## config.mk

```make
export PLATFORM = sky130hd
export DESIGN_NAME = diff_rx_deser
export DESIGN_NICKNAME = d
export VERILOG_FILES = /design/src/rtl/diff_rx_deser.sv
export SDC_FILE = /design/constraint.sdc
export NUM_CORES = 1
export LEC_CHECK = 0
export BUFFER_PORTS_ARGS = -buffer_cell sky130_fd_sc_hd__buf_2
export CAP_MARGIN = 20
export CORE_UTILIZATION = 50
export DETAILED_ROUTE_END_ITERATION = 8
export PLACE_DENSITY = 0.71
export SETUP_SLACK_MARGIN = 0.4
export SLEW_MARGIN = 20
export SYNTH_ARGS = -nofsm -noshare
export SYNTH_HDL_FRONTEND = slang
export SYNTH_SLANG_ARGS = --single-unit
```

## constraint.sdc

```tcl
create_clock -name clk -period 2.4 [get_ports clk]
set_clock_uncertainty 0.2 [all_clocks]
set_input_delay 0.48 -clock clk [delete_from_list [all_inputs] [get_ports clk]]
set_output_delay 0.48 -clock clk [all_outputs]
set_load 0.01 [all_outputs]
```

## src/rtl/diff_rx_deser.sv

```systemverilog
// Multi-lane serial-to-parallel deserializer with sync-word hunt on lane 0.
// Alignment goes through a confirm/lock/unlock sequence; bypass gives an unaligned free-running split.
`timescale 1ns/1ps

// state      | meaning
// ST_HUNT    | bit-by-bit search for SYNC_WORD on lane 0, no outputs
// ST_CONFIRM | aligned, counting consecutive good sync slots before lock
// ST_LOCKED  | aligned and emitting words, tracking sync misses
// ST_FREE    | bypass, word split every WORD_W cycles with no alignment
module diff_rx_deser #(
  parameter int                LANES      = 2,
  parameter int                WORD_W     = 8,
  parameter logic [WORD_W-1:0] SYNC_WORD  = 8'hA5,
  parameter int                FRAME_LEN  = 4,
  parameter int                LOCK_CNT   = 2,
  parameter int                UNLOCK_CNT = 2
) (
  input  logic                      clk,
  input  logic                      rst,
  input  logic                      align_en,
  input  logic [LANES-1:0]          data_in,
  output logic [LANES*WORD_W-1:0]   word_out,
  output logic                      word_valid,
  output logic                      frame_start,
  output logic                      locked,
  output logic [7:0]                sync_err
);

  localparam int BW = (WORD_W > 1) ? $clog2(WORD_W) : 1;
  localparam int IW = $clog2(FRAME_LEN);
  localparam int HW = $clog2(LOCK_CNT + 1);
  localparam int MW = $clog2(UNLOCK_CNT + 1);

  localparam logic [BW-1:0] BIT_LAST  = BW'(WORD_W - 1);
  localparam logic [IW-1:0] IDX_LAST  = IW'(FRAME_LEN - 1);
  localparam logic [HW-1:0] HITS_LAST = HW'(LOCK_CNT - 1);
  localparam logic [MW-1:0] MISS_LAST = MW'(UNLOCK_CNT - 1);

  typedef enum logic [1:0] {ST_HUNT, ST_CONFIRM, ST_LOCKED, ST_FREE} state_t;

  state_t                         state;
  logic [LANES-1:0][WORD_W-1:0]   sr;
  logic [LANES-1:0][WORD_W-1:0]   cand;
  logic [BW-1:0]                  bit_cnt;
  logic [IW-1:0]                  word_idx;
  logic [HW-1:0]                  hits;
  logic [MW-1:0]                  miss;
  logic                           boundary;
  logic                           sync_slot;
  logic                           sync_hit;

  // Candidate word includes the bit being sampled on this edge.
  always_comb begin
    for (int i = 0; i < LANES; i++) begin
      cand[i] = {sr[i][WORD_W-2:0], data_in[i]};
    end
  end

  assign boundary  = (bit_cnt == BIT_LAST);
  assign sync_slot = boundary && (word_idx == '0);
  assign sync_hit  = (cand[0] == SYNC_WORD);

  always_ff @(posedge clk or posedge rst) begin
    if (rst) begin
      state       <= ST_HUNT;
      sr          <= '0;
      bit_cnt     <= '0;
      word_idx    <= '0;
      hits        <= '0;
      miss        <= '0;
      word_out    <= '0;
      word_valid  <= 1'b0;
      frame_start <= 1'b0;
      locked      <= 1'b0;
      sync_err    <= '0;
    end else begin
      sr          <= cand;
      word_valid  <= 1'b0;
      frame_start <= 1'b0;

      // Default counter advance; individual states override below.
      if (boundary) begin
        bit_cnt  <= '0;
        word_idx <= (word_idx == IDX_LAST) ? '0 : word_idx + 1'b1;
      end else begin
        bit_cnt  <= bit_cnt + 1'b1;
      end

      if (!align_en) begin
        if (state != ST_FREE) begin
          state    <= ST_FREE;
          bit_cnt  <= '0;
          word_idx <= '0;
          locked   <= 1'b0;
        end else if (boundary) begin
          word_out    <= cand;
          word_valid  <= 1'b1;
          frame_start <= (word_idx == '0);
        end
      end else begin
        case (state)
          ST_FREE: begin
            state <= ST_HUNT;
            hits  <= '0;
            miss  <= '0;
          end

          ST_HUNT: begin
            if (sync_hit) begin
              bit_cnt  <= '0;
              word_idx <= IW'(1);
              hits     <= HW'(1);
              if (LOCK_CNT == 1) begin
                state  <= ST_LOCKED;
                locked <= 1'b1;
                miss   <= '0;
              end else begin
                state  <= ST_CONFIRM;
              end
            end
          end

          ST_CONFIRM: begin
            if (sync_slot) begin
              if (sync_hit) begin
                hits <= hits + 1'b1;
                if (hits == HITS_LAST) begin
                  state  <= ST_LOCKED;
                  locked <= 1'b1;
                  miss   <= '0;
                end
              end else begin
                state <= ST_HUNT;
              end
            end
          end

          ST_LOCKED: begin
            if (boundary) begin
              word_out    <= cand;
              word_valid  <= 1'b1;
              frame_start <= (word_idx == '0);
            end
            if (sync_slot) begin
              if (sync_hit) begin
                miss <= '0;
              end else begin
                miss <= miss + 1'b1;
                if (sync_err != 8'hFF) sync_err <= sync_err + 8'd1;
                if (miss == MISS_LAST) begin
                  state  <= ST_HUNT;
                  locked <= 1'b0;
                end
              end
            end
          end

          default: state <= ST_HUNT;
        endcase
      end
    end
  end

endmodule

```

==> results of run 1 <==
## final cells by class
type                       count  area [um^2]  share of cell area, %
sequential                    52         1300                   45.3
multi-input combinational    118         1080                   37.6
timing repair buffer          44          256                   8.91
clock buffer                   5         68.8                   2.39
clock inverter                 3         68.8                   2.39
tap                           52         65.1                   2.26
inverter                       9         33.8                   1.17
## what timing repair did
action | CTS | global route
buffers inserted | 3 | 6
hold buffers | 0 | 0
pin swaps | 1 | 6
gates cloned | 0 | 0
gates resized for setup | 5 | 13
setup endpoints to repair | 9 | 21
## per-layer routing
metal	track usage, %	wire (um)	vias up
li1	-	-	751
met1	24.6	1920	802
met2	35.9	2470	47
met3	4.70	210	10
met4	7.11	50	0
met5	0	0	-
## power by group
part	total [mW]	switching, mW	internal (mW)	leakage, nW
Combinational	0.757	0.387	0.370	0.680
Sequential	1.10	0.0922	1.00	0.678
Clock	0.716	0.297	0.420	0.0687
Total	2.57	0.776	1.79	1.43
## worst max-delay path: cells and delay by family (launching register included)
kind                       cells  cell delay, ns
DFF                            1            0.43
adders and majority gates      1            0.16
and+or+nand+nor                1            0.14
buffers and inverters          2            0.25
AOI/OAI and AO/OA              3            0.65
## flip-flops by register name, indices dropped and copies added, names as in the netlist
register and flops:
bit_cnt 3, cand 14, frame_start 1, hits 2, locked 1, miss 2
state 2, sync_err 8, word_idx 2, word_out 16, word_valid 1
## cell families (layout without fill, tap and decap cells)
| logic type | Yosys count | in the layout | share of synthesized area (%) |
|---|---|---|---|
| xor+xnor | 7 | 7 | 2.57 |
| fa+ha+maj | 11 | 11 | 5.77 |
| simple gates | 52 | 52 | 15.3 |
| buf+inv | 14 | 61 | 2.89 |
| mux | 21 | 21 | 9.87 |
| flops | 52 | 52 | 54.6 |
| compound gates | 27 | 27 | 9.03 |
## stage by stage
step	power (mW)	util, %	setup WS, ns	hold slack [ns]
floorplan	1.55	-	0.425	0.147
global placement	1.70	58.1	0.285	0.157
detailed placement	1.72	58.1	0.192	0.156
CTS	2.49	62.3	0.413	0.0213
global route	2.71	64.3	0.384	0.0548
finish	2.57	64.3	0.461	0.00724
## final timing paths
kind | end | depth (start not counted) | startpoint | slack [ns]
max in group asynchronous | word_out[9] | 3 | rst | 1.40
worst min register to register | cand[11] | 0 | cand[10] | 0.18
min in group clk | cand[9] | 1 | data_in[1] | 0.09
worst max-delay path | state[1] | 7 | state[1] | 0.46
worst max register to register | state[1] | 7 | state[1] | 0.46
worst min-delay path | locked | 2 | rst | 0.007
## placed cells by master, fill, tap and decap left out, types with 2 or more instances in the layout
master,netlist,routed
ha_4,0,4
nand4bb_4,2,2
a21oi_1,5,5
xor2_1,7,7
nor3b_1,3,3
nand4_1,2,2
mux2_1,19,19
nand2_1,4,4
dfrtp_2,0,2
o31ai_1,2,2
inv_2,1,4
and2_4,2,2
nor4_1,3,3
and2_1,3,3
nor2b_2,2,2
ha_2,0,2
inv_1,8,5
nor3_1,5,5
clkbuf_8,0,5
buf_2,1,31
or3b_1,2,2
bufinv_16,0,2
ha_1,11,5
and4bb_2,2,2
dfrtp_1,52,50
nand3_1,7,6
buf_4,2,12
nor2_1,8,7
o21ai_0,6,6
a31oi_1,3,3
==> results.md, run 1 <==
- Pre-antenna DRT Iters: 6
- Gpl congestion: roughly 0.83
- Static Leak: between 1 and 1.5 nW
- Yosys top cell by area: dfrtp_1
- Post-synthesis sequential area ratio: between 50% and 60%
- Mapped Nets: 200
- Max Buffers Root-to-Sink: 2
- Vias: around 1.6k
- Fraction of registers with async set/reset: 100%
- H-tree lvl count: 2
- Initial Util: 53.3%
- Power density over the cells: between 800 and 900 mW/mm^2
- Failing checks: DRC
- Num CTS Buffers: 5
- Root Buffer: clkbuf_8
- Area of the core: 0.00447 mm^2
- Placed cell area: approximately 0.0026 mm^2
- Synth top cells by count: dfrtp_1, mux2_1, ha_1, inv_1, nor2_1
- CP Launch Type: register
- Drt initial violations: 81
- Max FO, Critical Path: 4
- Cells after Synth: between 150 and 200
- Layout net count: 246
- Initial antenna violation count: 0
- Final hold viol count: 0
- Worst Path Arrival: about 1.9 ns
- Die Ht: a little over 70 um
- Filler instances: roughly 340
- Die area: around 0.0050 mm^2
- ANT cells: 0
- Cell Rows: 24
- Setup TNS: 0 ns
- Largest net degree at the start of global routing: 27
- Vias per cell: between 5 and 6
- Die X: 71.0 um
- Fin area: between 0.002 and 0.003 mm^2
- Max IR drop VDD: just over 0.6 mV
- IO Pins: 32
- Critical path class: reg -> reg
- Synthesized area per cell: 13.0 um^2
- # setup viols final: 0
- Clk slew on worst S/H paths: roughly 0.090 ns
- DR WL/cell: around 16 um
- Relative slew slack: 63.5%
- Slowest-stage cell, CP: dfrtp_2
- Crit path largest cell delay: ~0.43 ns
- DP Wirelength: about 3.1 mm
- Min-Delay Path Class: in -> async
- Post-Syn Area: between 0.002 and 0.0025 mm^2
- CP Capture Type: register
- Crit-path cells: inv_2 -> ha_4 -> and2_4 -> a221oi_4 -> buf_4 -> o211ai_1 -> a22o_1
- GR Overflow Total: 0
- Final ANT Viol Nets: 0
- Top-count cell post-synth: dfrtp_1
- Number of global-route vias before repair: between 1.5k and 2k
- Residual DRC count: 3
- Post-synth EDFFs: 0
- # Max-Cap Violations: 0
- Synth Flop Type: dfrtp_1
- CTS tree: yes
- Final min period: roughly 1.9 ns
- Synth-to-Final Area Change: 20.7%
- Slew @ Worst Pin: 0.547 ns
- Outcome: complete, but fails checks
- Post-route insts no fill: 283
- FF+latch count, synth: 52
- RSZ-0062 raised after global routing: true
- Period utilisation layout: between 80 and 90%
- I/O Buffers: 31
- Yosys Warn Count: 0
- First-pass GRT wire length: about 7.9 mm
- Clk Latency, worst-skew pair: between 0.3 and 0.4 ns
- Slew Viols, Final: 0
- Routed WL: 4.65 mm
- Dominant cells by area after synthesis: dfrtp_1, mux2_1, ha_1
- Share of cells above drive strength 1: between 30% and 40%
- Gr usage total: just over 20%
- Fmax: slightly above 500 MHz
- Synth cell types: 47
- Cells after DPL: roughly 270
- Clock sinks: 52
- Share of the synthesized area in the top cell type: 54.6%
- Req. time, crit path: between 2 and 2.5 ns
(Power assumes the default switching activity.)
==> run 2, diff against run 1 <==
--- a/config.mk
+++ b/config.mk
@@ -5,6 +5,7 @@
 export SDC_FILE = /design/constraint.sdc
 export NUM_CORES = 1
 export LEC_CHECK = 0
+export ABC_AREA = 1
 export BUFFER_PORTS_ARGS = -buffer_cell sky130_fd_sc_hd__buf_2
 export CAP_MARGIN = 20
 export CORE_UTILIZATION = 50
==> constraint.sdc (replaced) <==
create_clock -name clk -period 1.88 [get_ports clk]
set_clock_uncertainty 0.2 [all_clocks]
set_input_delay 0.376 -clock clk [delete_from_list [all_inputs] [get_ports clk]]
set_output_delay 0.376 -clock clk [all_outputs]
set_load 0.01 [all_outputs]
==> run 2 against run 1 <==
Maximum frequency grew 15%; highest routed layer unchanged; flip-flop and latch count stayed put; clock power up 11%; the flow now finishes without violations; non-clock buffer count grew 14; critical path depth rose by 3; cell area grew 8.3%; first-iteration DRC count is 7.4% higher.
==> results.md, run 2 <==
- Outcome: completed
- Worst Path Arrival: 1.75 ns
- Area of the core: between 0.004 and 0.005 mm^2
- Dominant cells by area after synthesis: dfrtp_1, nand2_1, ha_1
- Num CTS Buffers: 5
- Drt initial violations: just under 90
- CP Launch Type: register
- Cells after Synth: 260
- XOR/XNOR Fraction of Synth Area: under 10%
- CTS tree: yes
- Initial antenna violation count: 0
- Share of the synthesized area in the top cell type: around 55%
- I/O Buffers: 31
- Fraction of registers with async set/reset: 100%
- Synth cell types: 24
- Vias: around 1.9k
- Most frequent cells in the layout: nand2_1, dfrtp_1, buf_2
- Die X: 70.8 um
- Initial Util: 53.3%
- CP Capture Type: register
- Post-Synth Adder-Cell Area: approximately 5.8%
- Synthesized area per cell: 9.11 um^2
- Mux cell area share after synthesis: 0%
- Post-synthesis sequential area ratio: 54.9%
- Relative slew slack: between 70% and 80%
- Root Buffer: clkbuf_8
- Period utilisation layout: between 80% and 90%
- Max reg flops: 16
- Residual DRC count: 0
- Gr usage total: approximately a fifth
- Commonest non-fill, non-tap cell in the layout: nand2_1
- Die Ht: ~70 um
- Share of cells above drive strength 1: 34.7%
- Mapped Nets: 276
- Final min period: 1.69 ns
- Number of global-route vias before repair: about 1.6k
- Synth Flop Type: dfrtp_1
- Final hold viol count: 0
- Clk Latency, worst-skew pair: a little over 0.3 ns
- Largest family of logic cells by synthesized area: simple AND/OR/NAND/NOR gates
- Req. time, crit path: 1.94 ns
- Die area: ~0.005 mm^2
- First-pass GRT wire length: ~7.3 mm
- Cells after DPL: 340
- Cell Rows: 24
- Critical path class: reg -> reg
- Simple-gate portion of the synthesized area: between 20% and 30%
- Layout net count: 338
- ANT cells: 0
- Pre-antenna DRT Iters: 6
- Vias per cell: around 5.0
- Synth-to-Final Area Change: 31.6%
- Final ANT Viol Nets: 0
- Synth top cells by count: nand2_1, dfrtp_1, inv_1, nand3_1
- # setup viols final: 0
- Clock sinks: 52
- Post-synth EDFFs: 0
- Post-route insts no fill: ~380
- H-tree lvl count: 2
- Slew Viols, Final: 0
- Fmax: 591 MHz
- RSZ-0062 raised after global routing: true
- DP Wirelength: between 2 and 3 mm
- Largest net degree at the start of global routing: 39
- Largest Register: word_out
- Yosys top cell by area: dfrtp_1
- GR Overflow Total: 0
- # Max-Cap Violations: 0
- Max IR drop VDD: slightly above 0.7 mV
- Static Leak: between 1.5 and 2 nW
- Worst slack, placed: between 0.1 and 0.15 ns
- Gpl congestion: 0.806
- Synth Area in Compound Gates: under 10%
- IO Pins: 32
- Top-count cell post-synth: nand2_1
- Max FO, Critical Path: 8
- Yosys Warn Count: 0
- FF+latch count, synth: 52
- Slew @ Worst Pin: 0.354 ns
- Setup TNS: 0 ns
- DR WL/cell: roughly 12 um
- Clk slew on worst S/H paths: 0.10 ns
- Fin worst setup slack: around 0.19 ns
- Post-Syn Area: around 0.0024 mm^2
- Max Buffers Root-to-Sink: 2
- Min-Delay Path Class: in -> reg
- Routed WL: 4.65 mm
- Power density over the cells: ~1200 mW/mm^2
-- run 2: cell count changes after synthesis, moves of 4 or more --
cell	delta
a21oi_1	-4
inv_1	+22
mux2_1	-19
nand2_1	+92
nand3_1	+11
nor2_4	+4
xor2_1	-7
-- run 2: layer usage --
layer  track usage (%)  routed length (um)
met2              28.3                2190
met3              3.56                 183
met4              10.0                 104
met1              26.7                2180
met5                 0                   0
-- run 2: path summary, 6_finish.rpt --
path	startpoint	endpoint	slack [ns]	depth (start not counted)
max	bit_cnt[0]	sync_err[7]	0.19	10
min	data_in[0]	word_out[0]	0.09	3
max reg2reg	bit_cnt[0]	sync_err[7]	0.19	10
min reg2reg	cand[12]	cand[13]	0.18	0
max in group asynchronous	rst	state[0]	0.62	4
min in group asynchronous	rst	cand[1]	0.37	3
-- run 2: per-stage QoR --
stage | power [mW] | hold WS [ns] | util (%) | instance area (um^2)
floorplan | 2.36 | 0.154 | - | 2470
finish | 3.65 | 0.0940 | 70.1 | 3120
global route | 3.89 | 0.120 | 70.1 | 3120
detailed placement | 2.66 | 0.158 | 59.9 | 2660
CTS | 3.55 | 0.0883 | 66.9 | 2970
global placement | 2.64 | 0.158 | 59.9 | 2660
-- run 2: timing repair --
item                                    CTS  global route
setup buffers                            12            10
endpoints found under the setup margin   41            45
resized for setup                        13            23
cloned                                    2             0
endpoints found under the hold margin    16             0
pin swaps                                 3            10
hold buffers                              3             0
-- run 2: critical path: stages, from the launching register on --
cell	delay (ns)
dfrtp_1	0.38
ha_2	0.20
ha_4	0.17
nand2_4	0.07
nor2_4	0.09
nand2_4	0.05
nor2_4	0.09
buf_12	0.13
buf_8	0.11
nand4_2	0.06
nand2_1	0.07
-- run 2: layout make-up --
cell class | count | area [um^2]
tap | 52 | 65.1
sequential | 52 | 1300
clock inverter | 2 | 38.8
inverter | 32 | 131
multi-input combinational | 173 | 1070
fill | 357 | 1330
clock buffer | 6 | 72.6
timing repair buffer | 58 | 433
-- run 2: logic make-up (layout without fill, tap and decap cells) --
group / after synthesis / count (layout)
simple gates: 143 / 145
flops: 52 / 52
buf+inv: 37 / 98
compound gates: 14 / 14
fa+ha+maj: 11 / 11
xor+xnor: 3 / 3
-- run 2: report_power, final --
part           internal, mW  total (mW)  switching, mW
clock network         0.403       0.794          0.391
logic                 0.593        1.32          0.724
registers              1.36        1.54          0.174
total                  2.36        3.65           1.29
==> run 3, diff against run 2 <==
--- a/config.mk
+++ b/config.mk
@@ -11,7 +11,7 @@
 export CORE_UTILIZATION = 50
 export DETAILED_ROUTE_END_ITERATION = 8
 export PLACE_DENSITY = 0.71
-export SETUP_SLACK_MARGIN = 0.4
+export SETUP_SLACK_MARGIN = 0.3
 export SLEW_MARGIN = 20
 export SYNTH_ARGS = -nofsm -noshare
 export SYNTH_HDL_FRONTEND = slang
==> run 3 against run 2 <==
Final cell count fell by 1.1%; register-to-register slack hardly changed; sequential power about the same; die area is the same; cell area shrank 3.5%; critical path type unchanged; critical endpoint is now word_out[10].
==> results.md, run 3 (synthesis results as in run 2) <==
- Outcome: completed
- RSZ-0062 raised after global routing: true
- Max reg flops: 16
- Residual DRC count: 0
- Min-Delay Path Class: in -> reg
- Die Ht: 70.8 um
- Setup TNS: 0 ns
- Clock sinks: 52
- Layout net count: roughly 330
- Clk Latency, worst-skew pair: between 0.3 and 0.4 ns
- Static Leak: 1.61 nW
- Critical path class: reg -> reg
- Commonest non-fill, non-tap cell in the layout: nand2_1
- GR Overflow Total: 0
- DR WL/cell: about 12 um
- Initial antenna violation count: 0
- H-tree lvl count: 2
- Die X: between 70 and 80 um
- Largest Register: word_out
- Cell Rows: 24
- Share of cells above drive strength 1: between 30 and 40%
- I/O Buffers: 31
- Worst reg2reg path startpoint: bit_cnt[0]
- Area of the core: approximately 0.0044 mm^2
- Gpl congestion: approximately 0.84
- Hold Startpoint: data_in[0]
- ANT cells: 0
- # setup viols final: 0
- Clk slew on worst S/H paths: around 0.10 ns
- Fmax: about 590 MHz
- CP Capture Type: register
- Final hold viol count: 0
- Relative slew slack: 75.9%
- Power density over the cells: 1160 mW/mm^2
- IO Pins: 32
- CP Launch Type: register
- Synth-to-Final Area Change: 27.0%
- Slew Viols, Final: 0
- Register Area: between 0.001 and 0.0015 mm^2
- Final min period: about 1.7 ns
- Total power: about 3.5 mW
- Gr usage total: about a fifth
- Initial Util: between 50% and 60%
- Drt initial violations: ~150
- Max FO, Critical Path: 8
- Largest net degree at the start of global routing: 28
- DP Wirelength: slightly below 3 mm
- Period utilisation layout: ~90%
- CTS tree: yes
- Final ANT Viol Nets: 0
- Die area: between 0.005 and 0.006 mm^2
- Most frequent cells in the layout: nand2_1, dfrtp_1, buf_2
- Worst Path Arrival: approximately 1.7 ns
- Util after Layout: about two thirds
- Vias: 1829
- Worst setup startpoint: bit_cnt[0]
- Worst slack, placed: 0.0779 ns
- Routed WL: between 4 and 5 mm
- Fin worst setup slack: 0.187 ns
- Req. time, crit path: around 1.9 ns
- Root Buffer: clkbuf_8
- Vias per cell: 4.93
- Final hold slack: around 0.097 ns
- Num CTS Buffers: 5
- # Max-Cap Violations: 0
- Max IR drop VDD: between 0.7 and 0.8 mV
- Pre-antenna DRT Iters: 6
- Filler instances: 359
- Slew @ Worst Pin: between 0.3 and 0.4 ns
- Max Buffers Root-to-Sink: 2
- Area occupied by multi-input gates: ~0.0010 mm^2
- Number of global-route vias before repair: 1735
- First-pass GRT wire length: 7.65 mm
## run 3: path summary, 6_finish.rpt
path | end | slack, ns | cells past startpoint
max reg2reg | word_out[10] | 0.19 | 9
min in group asynchronous | cand[9] | 0.39 | 3
min reg2reg | cand[4] | 0.18 | 0
max in group asynchronous | state[1] | 0.62 | 4
min | word_out[0] | 0.1 | 3
max | word_out[10] | 0.19 | 9
## run 3: cell type report
cell class                      instances  area share [%]
Timing Repair Buffer                   56            12.8
Tap cell                               52            2.16
Inverter                               32            4.53
Clock inverter                          2           0.541
Multi-Input combinational cell        171            34.2
Clock buffer                            6            2.41
Sequential cell                        52            43.3
## run 3: worst max-delay path, stage by stage (launching register included)
cell and delay [ns]:
dfrtp_1 0.40, ha_2 0.19, ha_4 0.18, buf_4 0.14, inv_4 0.07, nor2_4 0.04
nand2_4 0.15, buf_6 0.15, nand2_1 0.05, nand2_1 0.07
## run 3: repair_timing
| action | in CTS | in global routing |
|---|---|---|
| resized for setup | 26 | 22 |
| hold endpoints to repair | 15 | 1 |
| pin swaps | 6 | 4 |
| endpoints found under the setup margin | 32 | 32 |
| cloned | 0 | 1 |
| hold buffers | 2 | 1 |
| buffers inserted | 6 | 10 |
## run 3: stage by stage
step	cell area, um^2	instances
CTS	2850	359
global route	3010	371
detailed placement	2610	343
finish	3010	371
global placement	2610	343
floorplan	2380	260
## run 3: where the power goes
group	switching, mW	total [mW]	internal [mW]
sequential	0.179	1.54	1.36
clock	0.378	0.643	0.266
combinational	0.727	1.32	0.592
total	1.28	3.50	2.22
## run 3: routing by layer
layer  share of wire, %  GRT usage [%]  wire (um)
met1                 47           26.5       2160
met2                 47           31.5       2160
met3                4.1           4.70        186
met4                1.4           6.00         63
met5                  0              0          0
